$ cat config.mk
export PLATFORM = sky130hd
export DESIGN_NAME = top_filter
export DESIGN_NICKNAME = d
export VERILOG_FILES = /design/src/rtl/top_filter.sv
export SDC_FILE = /design/constraint.sdc
export NUM_CORES = 1
export LEC_CHECK = 0
export BUFFER_PORTS_ARGS = -buffer_cell sky130_fd_sc_hd__buf_2
export CORE_AREA = 2 2 39 41
export CTS_BUF_LIST = sky130_fd_sc_hd__clkbuf_8
export CTS_CLUSTER_DIAMETER = 150
export DETAILED_ROUTE_END_ITERATION = 10
export DIE_AREA = 0 0 41 43
export GPL_ROUTABILITY_DRIVEN = 0
export GPL_TIMING_DRIVEN = 0
export SYNTH_ARGS = -nofsm -noshare
export SYNTH_HDL_FRONTEND = slang
export SYNTH_SLANG_ARGS = --single-unit
export TNS_END_PERCENT = 1
$ cat constraint.sdc
create_clock -name clk -period 0.8 [get_ports clk]
set_input_delay 0.16 -clock clk [delete_from_list [all_inputs] [get_ports clk]]
set_output_delay 0.16 -clock clk [all_outputs]
set_load 0.03 [all_outputs]
$ cat src/rtl/top_filter.sv
// top_filter: synchronizer plus optional debounce for one async input.
// Ports: clk, rst (sync, active-high), a (raw async in), y (filtered),
//        rise/fall (1-cycle strobes aligned with the new y).
// Params: SYNC_STAGES (1..4), DEBOUNCE_CYCLES (1..65535).
// Macro TOP_DEBOUNCE_EN adds the debounce counter; otherwise y <= s.
module top_filter #(
   parameter int SYNC_STAGES     = 2,
   parameter int DEBOUNCE_CYCLES = 4
) (
   input  logic clk,
   input  logic rst,
   input  logic a,
   output logic y,
   output logic rise,
   output logic fall
);

   if (SYNC_STAGES < 1 || SYNC_STAGES > 4) begin : g_bad_sync
      $fatal(1, "top_filter: SYNC_STAGES out of range 1..4");
   end
   if (DEBOUNCE_CYCLES < 1 || DEBOUNCE_CYCLES > 65535) begin : g_bad_deb
      $fatal(1, "top_filter: DEBOUNCE_CYCLES out of range 1..65535");
   end

   logic [SYNC_STAGES-1:0] sync;
   logic                   s;
   logic                   y_next;

   assign s = sync[SYNC_STAGES-1];

   always_ff @(posedge clk) begin
      if (rst) begin
         sync <= '0;
      end else begin
         sync[0] <= a;
         for (int i = 1; i < SYNC_STAGES; i++) begin
            sync[i] <= sync[i-1];
         end
      end
   end

`ifdef TOP_DEBOUNCE_EN
   localparam int CW = $clog2(DEBOUNCE_CYCLES + 1);

   logic [CW-1:0] cnt;
   logic [CW-1:0] cnt_inc;
   logic [CW-1:0] cnt_next;

   assign cnt_inc = cnt + 1'b1;

   // Any agreement between s and y throws away the partial count,
   // so only an unbroken run of DEBOUNCE_CYCLES mismatches moves y.
   always_comb begin
      y_next   = y;
      cnt_next = '0;
      if (s != y) begin
         if (cnt_inc == CW'(DEBOUNCE_CYCLES)) begin
            y_next = s;
         end else begin
            cnt_next = cnt_inc;
         end
      end
   end

   always_ff @(posedge clk) begin
      if (rst) begin
         cnt <= '0;
      end else begin
         cnt <= cnt_next;
      end
   end
`else
   always_comb begin
      y_next = s;
   end
`endif

   always_ff @(posedge clk) begin
      if (rst) begin
         y    <= 1'b0;
         rise <= 1'b0;
         fall <= 1'b0;
      end else begin
         y    <= y_next;
         rise <= y_next & ~y;
         fall <= ~y_next & y;
      end
   end

endmodule

==> results of run 1 <==
[final timing paths]
kind | slack (ns) | end | cells past startpoint
worst max register to register | 0.08 | rise | 2
worst max-delay path | -0.02 | y | 1
worst min-delay path | 0.15 | y | 2
worst min register to register | 0.42 | fall | 1
[logic make-up (layout without fill, tap and decap cells)]
family / Yosys count / after routing / synth area share [%]
buffers and inverters: 0 / 10 / 0
flip-flops: 5 / 5 / 74.8
AND/OR/NAND/NOR: 5 / 5 / 25.2
[cell type report]
class                           count  area, um^2
Clock buffer                        3        41.3
Tap cell                           16        20.0
Sequential cell                     5         104
Timing Repair Buffer                6        51.3
Clock inverter                      1        3.75
Fill cell                         154        1130
Multi-Input combinational cell      5        33.8
[cell usage in the layout, fill, tap and decap left out]
cell      n
buf_2     2
clkbuf_8  3
dfxtp_2   3
nor2b_1   3
inv_1     1
buf_4     1
nor3b_1   2
buf_6     3
dfxtp_1   2
[metal layers]
| metal | wire length [um] | share of wire [%] |
|---|---|---|
| met1 | 93 | 47 |
| met2 | 61 | 31 |
| met3 | 44 | 22 |
| met4 | 0 | 0 |
| met5 | 0 | 0 |
[report_power, final]
| part | total [uW] | switching, uW | internal (uW) | leakage (uW) |
|---|---|---|---|---|
| logic | 29.3 | 13.5 | 15.8 | 0.0000412 |
| registers | 263 | 3.18 | 260 | 0.0000423 |
| clock network | 443 | 115 | 328 | 0.0000269 |
| total | 735 | 132 | 604 | 0.000110 |
[repair_timing]
item | CTS | global route
hold buffers | 0 | 0
resized for setup | 9 | 0
endpoints found under the setup margin | 3 | 3
pin swaps | 0 | 0
buffers inserted | 1 | 0
cloned | 0 | 0
[through the flow]
stage          hold WS (ns)  std cells
2_1_floorplan         0.232         10
6_report              0.150         36
5_1_grt               0.158         36
4_1_cts               0.149         36
3_3_place_gp          0.369         31
3_5_place_dp          0.375         31
[sequential cells by signal (all words and copies together), names as in the netlist]
register  cells
rise          1
fall          1
y             1
sync          2
==> results.md, run 1 <==
* Status: complete, but fails checks
* Failing checks: negative setup slack
* Via Count at between 90 and 100
* Post-synth net total at 13
* Die Y-Extent at ~43 um
* Asr flop ratio synth at 0%
* Total grt overflow at 0
* Sequential share of the synthesized area at between 70% and 80%
* Crit path max-delay family: flip-flops
* Startpoint of the worst hold path: rst
* Met3 Use GR at a little under a tenth
* Crit path buffers/inverters at 1
* Die Span X at 41 um
* Dpl hpwl at 137 um
* GR Util met1 at ~3.2%
* Final setup violation count at 3
* Total track usage at under 10%
* Area of the core at approximately 1400 um^2
* Hold WC Path Type: in2reg
* Count leader, synth: dfxtp_1
* Critical path arrival at 0.66 ns
* Met2 global-route usage at around 3.4%
* Share of cells above drive strength 1 at 60.0%
* Slew HR at around 88%
* DP Worst Slack at between 0.1 and 0.15 ns
* Commonest cells in the netlist: dfxtp_1, nor2b_1, nor3b_1
* Crit share post-route at 103%
* Clk buf depth at 2
* Post-synth EDFFs at 0
* Final instance area at about 250 um^2
* Initial antenna violation count at 0
* Total Power at between 700 and 800 uW
* Slowest stage cell on the critical path: dfxtp_2
* VDD IR-drop max at approximately 0.00094 V
* Die ar. at approximately 1800 um^2
* Critical path type: reg2out
* CP endpoint kind: output port
* Critical Path Start: y
* DRT antenna net count at 0
* Worst Max-Slew Pin Slew at ~0.18 ns
* Clock-pin slew on the worst setup and hold paths at about 0.030 ns
* Unrepaired setup endpoints after global routing: yes
* IO Count at 6
* Count of different cell masters after synthesis at 3
* Hold Vio Cnt, Final at 0
* Vias in the first global route at slightly above 90
* Ys flop type: dfxtp_1
* Post-Synthesis Cells at 10
* First-pass GRT wire length at 351 um
* Post-layout utilization of the core at between 10% and 20%
* Clk_skew at a little over 0.002 ns
* Drt total wl at 200 um
* Global route hottest layer: met3
* Pwr per Cell Area at 2900 nW/um^2
* Yosys reg bits at 5
* Max cap viols at 0
* CTS HTree Levels at 1
* Fmax at 1210 MHz
* Setup_tns at -0.0421 ns
* Largest net degree at the start of global routing at 6
* Ys Warns at 0
* Crit-path cells: buf_6
* WP data required at about 0.64 ns
* Worst r2r src: y
* Leakage power at about 0.00011 uW
* Starting Density at 9.67%
* Slew Limit Fails at 0
* Sink Count at 5
* Crit-path max FO at 2
* DRC at 0
* Num CTS Buffers at 3
* CP startpoint kind: register
* DR iter-0 viols at 0
* Period minus WS final at 0.825 ns
* # port buffers at 5
* Final worst slack at -0.0248 ns
* Vias per cell at 2.67
* Routed length per placed instance at about 5.6 um
* Mean area per synthesized cell at roughly 13 um^2
* Yosys top cell area share at between 70% and 80%
* Largest stage delay, worst path at about 0.32 ns
* Inserted Diodes at 0
* Cell Area, Synth at about 130 um^2
* Synth top area cells: dfxtp_1, nor2b_1, nor3b_1
* Biggest area consumer among synthesized cells: dfxtp_1
* Syn-to-layout area delta at 89.7%
* TritonCTS clock tree: done
* Placement Rows at 14
* Clk Latency, worst-skew pair at roughly 0.22 ns
* Root Buffer Master: clkbuf_8
* Final nets at 24
* DRT Pass-1 Iters at 1
* DP Area at 179 um^2
Power figures use the tool's default switching activity.
==> run 2, diff against run 1 <==
--- a/config.mk
+++ b/config.mk
@@ -7,7 +7,7 @@
 export LEC_CHECK = 0
 export BUFFER_PORTS_ARGS = -buffer_cell sky130_fd_sc_hd__buf_2
 export CORE_AREA = 2 2 39 41
-export CTS_BUF_LIST = sky130_fd_sc_hd__clkbuf_8
+export CTS_BUF_LIST = sky130_fd_sc_hd__clkbuf_2
 export CTS_CLUSTER_DIAMETER = 150
 export DETAILED_ROUTE_END_ITERATION = 10
 export DIE_AREA = 0 0 41 43
==> run 2 against run 1 <==
  * The flow still finishes with violations (negative setup slack)
  * Via count grew 3.1%
  * Die area is the same
  * Core utilization shrank 1.8 points
  * Non-clock buffer count is the same
  * Register-to-register slack is essentially flat
  * First-iteration DRC count grew 2
  * Clock-buffer cell count grew 1
  * Critical path depth is the same
==> results.md, run 2 (same netlist as run 1, synthesis figures left out) <==
* Fin Hold WS at 0.149 ns (-0.000857 ns)
* Crit-path max FO at 2 (unchanged)
* TritonCTS clock tree: done
* DRT antenna net count at 0 (unchanged)
* Crit Reg-Reg Endpoint: rise
* Slew HR at 88.1% (about the same)
* Unrepaired setup endpoints after global routing: yes
* Placement Rows at 14 (unchanged)
* Root Buffer Master: clkbuf_2
* Period minus WS final at 0.829 ns (+0.00407 ns)
* Slew Limit Fails at 0 (unchanged)
* Routed length per placed instance at 5.69 um (+2.5%)
* Dpl cells at 31 (unchanged)
* Most common cell after layout, fill and taps aside: clkbuf_2
* Dpl hpwl at 137 um (unchanged)
* Die Span X at 41 um (unchanged)
* Failing checks: negative setup slack
* Crit-path cells: buf_6
* Metal2 WL at 68 um (+11%)
* Clk Latency, worst-skew pair at 0.21 ns (about the same)
* Drt total wl at 205 um (+2.5%)
* Largest net degree at the start of global routing at 6 (unchanged)
* Share of cells above drive strength 1 at 65.0% (+5.0 points)
* Non-Filler Instances at 36 (unchanged)
* CP startpoint kind: register
* DP Worst Slack at 0.111 ns (unchanged)
* Crit path buffers/inverters at 1 (unchanged)
* Final setup violation count at 3 (unchanged)
* Commonest non-fill, non-tap cells in the layout: clkbuf_2, nor2b_1, dfxtp_2, buf_6
* CP endpoint kind: output port
* Starting Density at 9.67% (unchanged)
* DRT Pass-1 Iters at 2 (+1)
* Vias in the first global route at 94 (+2.2%)
* Status: complete, but fails checks
* Final worst slack at -0.0289 ns (-0.00407 ns)
* Total grt overflow at 0 (unchanged)
* DR iter-0 viols at 2 (+2)
* Clk buf depth at 2 (unchanged)
* Routed wl met3 at 58 um (+32%)
* Clock-pin slew on the worst setup and hold paths at 0.06 ns (+0.03 ns)
* WP data required at 0.64 ns (about the same)
* FF-to-FF setup slack at 0.07 ns (about the same)
* Vias per cell at 2.75 (+3.1%)
* Max cap viols at 0 (unchanged)
* Clk_skew at 0.00273 ns (+0.000690 ns)
* Critical path type: reg2out
* Hold WC Path Type: in2reg
* Worst path depth at 1 (unchanged)
* Worst Max-Slew Pin Slew at 0.177 ns (-0.000120 ns)
* CTS HTree Levels at 1 (unchanged)
* Total track usage at 3.91% (unchanged)
* Critical Path Start: y
* Inserted Diodes at 0 (unchanged)
* Reg2Reg Depth at 2 (unchanged)
* Crit share post-route at 104% (+0.51 points)
* Hold Vio Cnt, Final at 0 (unchanged)
* Hold-fix buffers at CTS at 0 (unchanged)
* Crit path max-delay family: flip-flops
* DRT met1 WL at 79 um (-15%)
* Worst r2r src: y
* Die Y-Extent at 43 um (unchanged)
* Largest register FFs at 2 (unchanged)
* Final instance area at 229 um^2 (-9.9%)
* Initial antenna violation count at 0 (unchanged)
* Most flop-heavy register: sync
* Slowest stage cell on the critical path: dfxtp_2
* Critical path arrival at 0.67 ns (about the same)
* Via Count at 99 (+3.1%)
* Fill count at 158 (+2.6%)
* CP endpoint: y
* VDD IR-drop max at 0.000590 V (-37%)
* IO Count at 6 (unchanged)
* Leakage power at 0.000100 uW (-9.3%)
* Final nets at 24 (unchanged)
* Top Layer Used: met3
* Syn-to-layout area delta at 71.0%
* DP Area at 179 um^2 (unchanged)
* DRC at 0 (unchanged)
* Num CTS Buffers at 3 (unchanged)
* Largest stage delay, worst path at 0.33 ns (about the same)
* Fmax at 1210 MHz (-0.49%)
* First-pass GRT wire length at 351 um (unchanged)
* # port buffers at 5 (unchanged)
* Die ar. at 1760 um^2 (unchanged)
* Area of the core at 1380 um^2 (unchanged)
* Pwr per Cell Area at 2290 nW/um^2 (-21%)
* Sink Count at 5 (unchanged)
==> run 2: cell types whose count changed in the layout (fill, tap and decap cells not counted), sizes merged <==
cell | previous run | this run
inv | 1 | 0
clkbuf | 3 | 4
==> run 2: per-stage QoR <==
step / utilization (%) / TNS, ns / total power [uW]
5_1_grt: 16.5 / -0.201 / 570
4_1_cts: 16.5 / -0.103 / 538
3_5_place_dp: 12.9 / 0 / 289
6_report: 16.5 / -0.0559 / 523
2_1_floorplan: - / 0 / 278
3_3_place_gp: 12.9 / 0 / 288
==> run 2: power breakdown <==
group / total [uW] / switching [uW] / internal, uW
logic: 29.3 / 13.5 / 15.8
registers: 261 / 3.24 / 258
clock network: 233 / 100 / 132
==> run 2: metal layers <==
metal | vias to the layer above | GRT usage (%)
met1 | 38 | 3.21
met3 | 0 | 9.42
li1 | 51 | -
met2 | 10 | 3.44
met5 | - | 0
met4 | 0 | 0
==> run 2: area by class of cell <==
class / count / area [um^2] / area share (%)
well taps: 16 / 20.0 / 8.74
flip-flops and latches: 5 / 104 / 45.4
repair buffers: 6 / 51.3 / 22.4
multi-input cells: 5 / 33.8 / 14.8
clock buffers: 4 / 20.0 / 8.74
==> run 2: worst min path at each step <==
stage / start / to / slack, ns / cells past startpoint
global route: a / sync[0] / 0.14 / 2
CTS: rst / y / 0.14 / 2
finish: rst / y / 0.15 / 2
floorplan: rst / sync[0] / 0.23 / 1
detailed placement: a / sync[0] / 0.38 / 2
global placement: a / sync[0] / 0.37 / 2
==> run 2: repair_timing <==
item                                    CTS  global route
gates resized for setup                   9             0
buffers inserted                          1             0
cloned                                    0             0
endpoints found under the setup margin    3             3
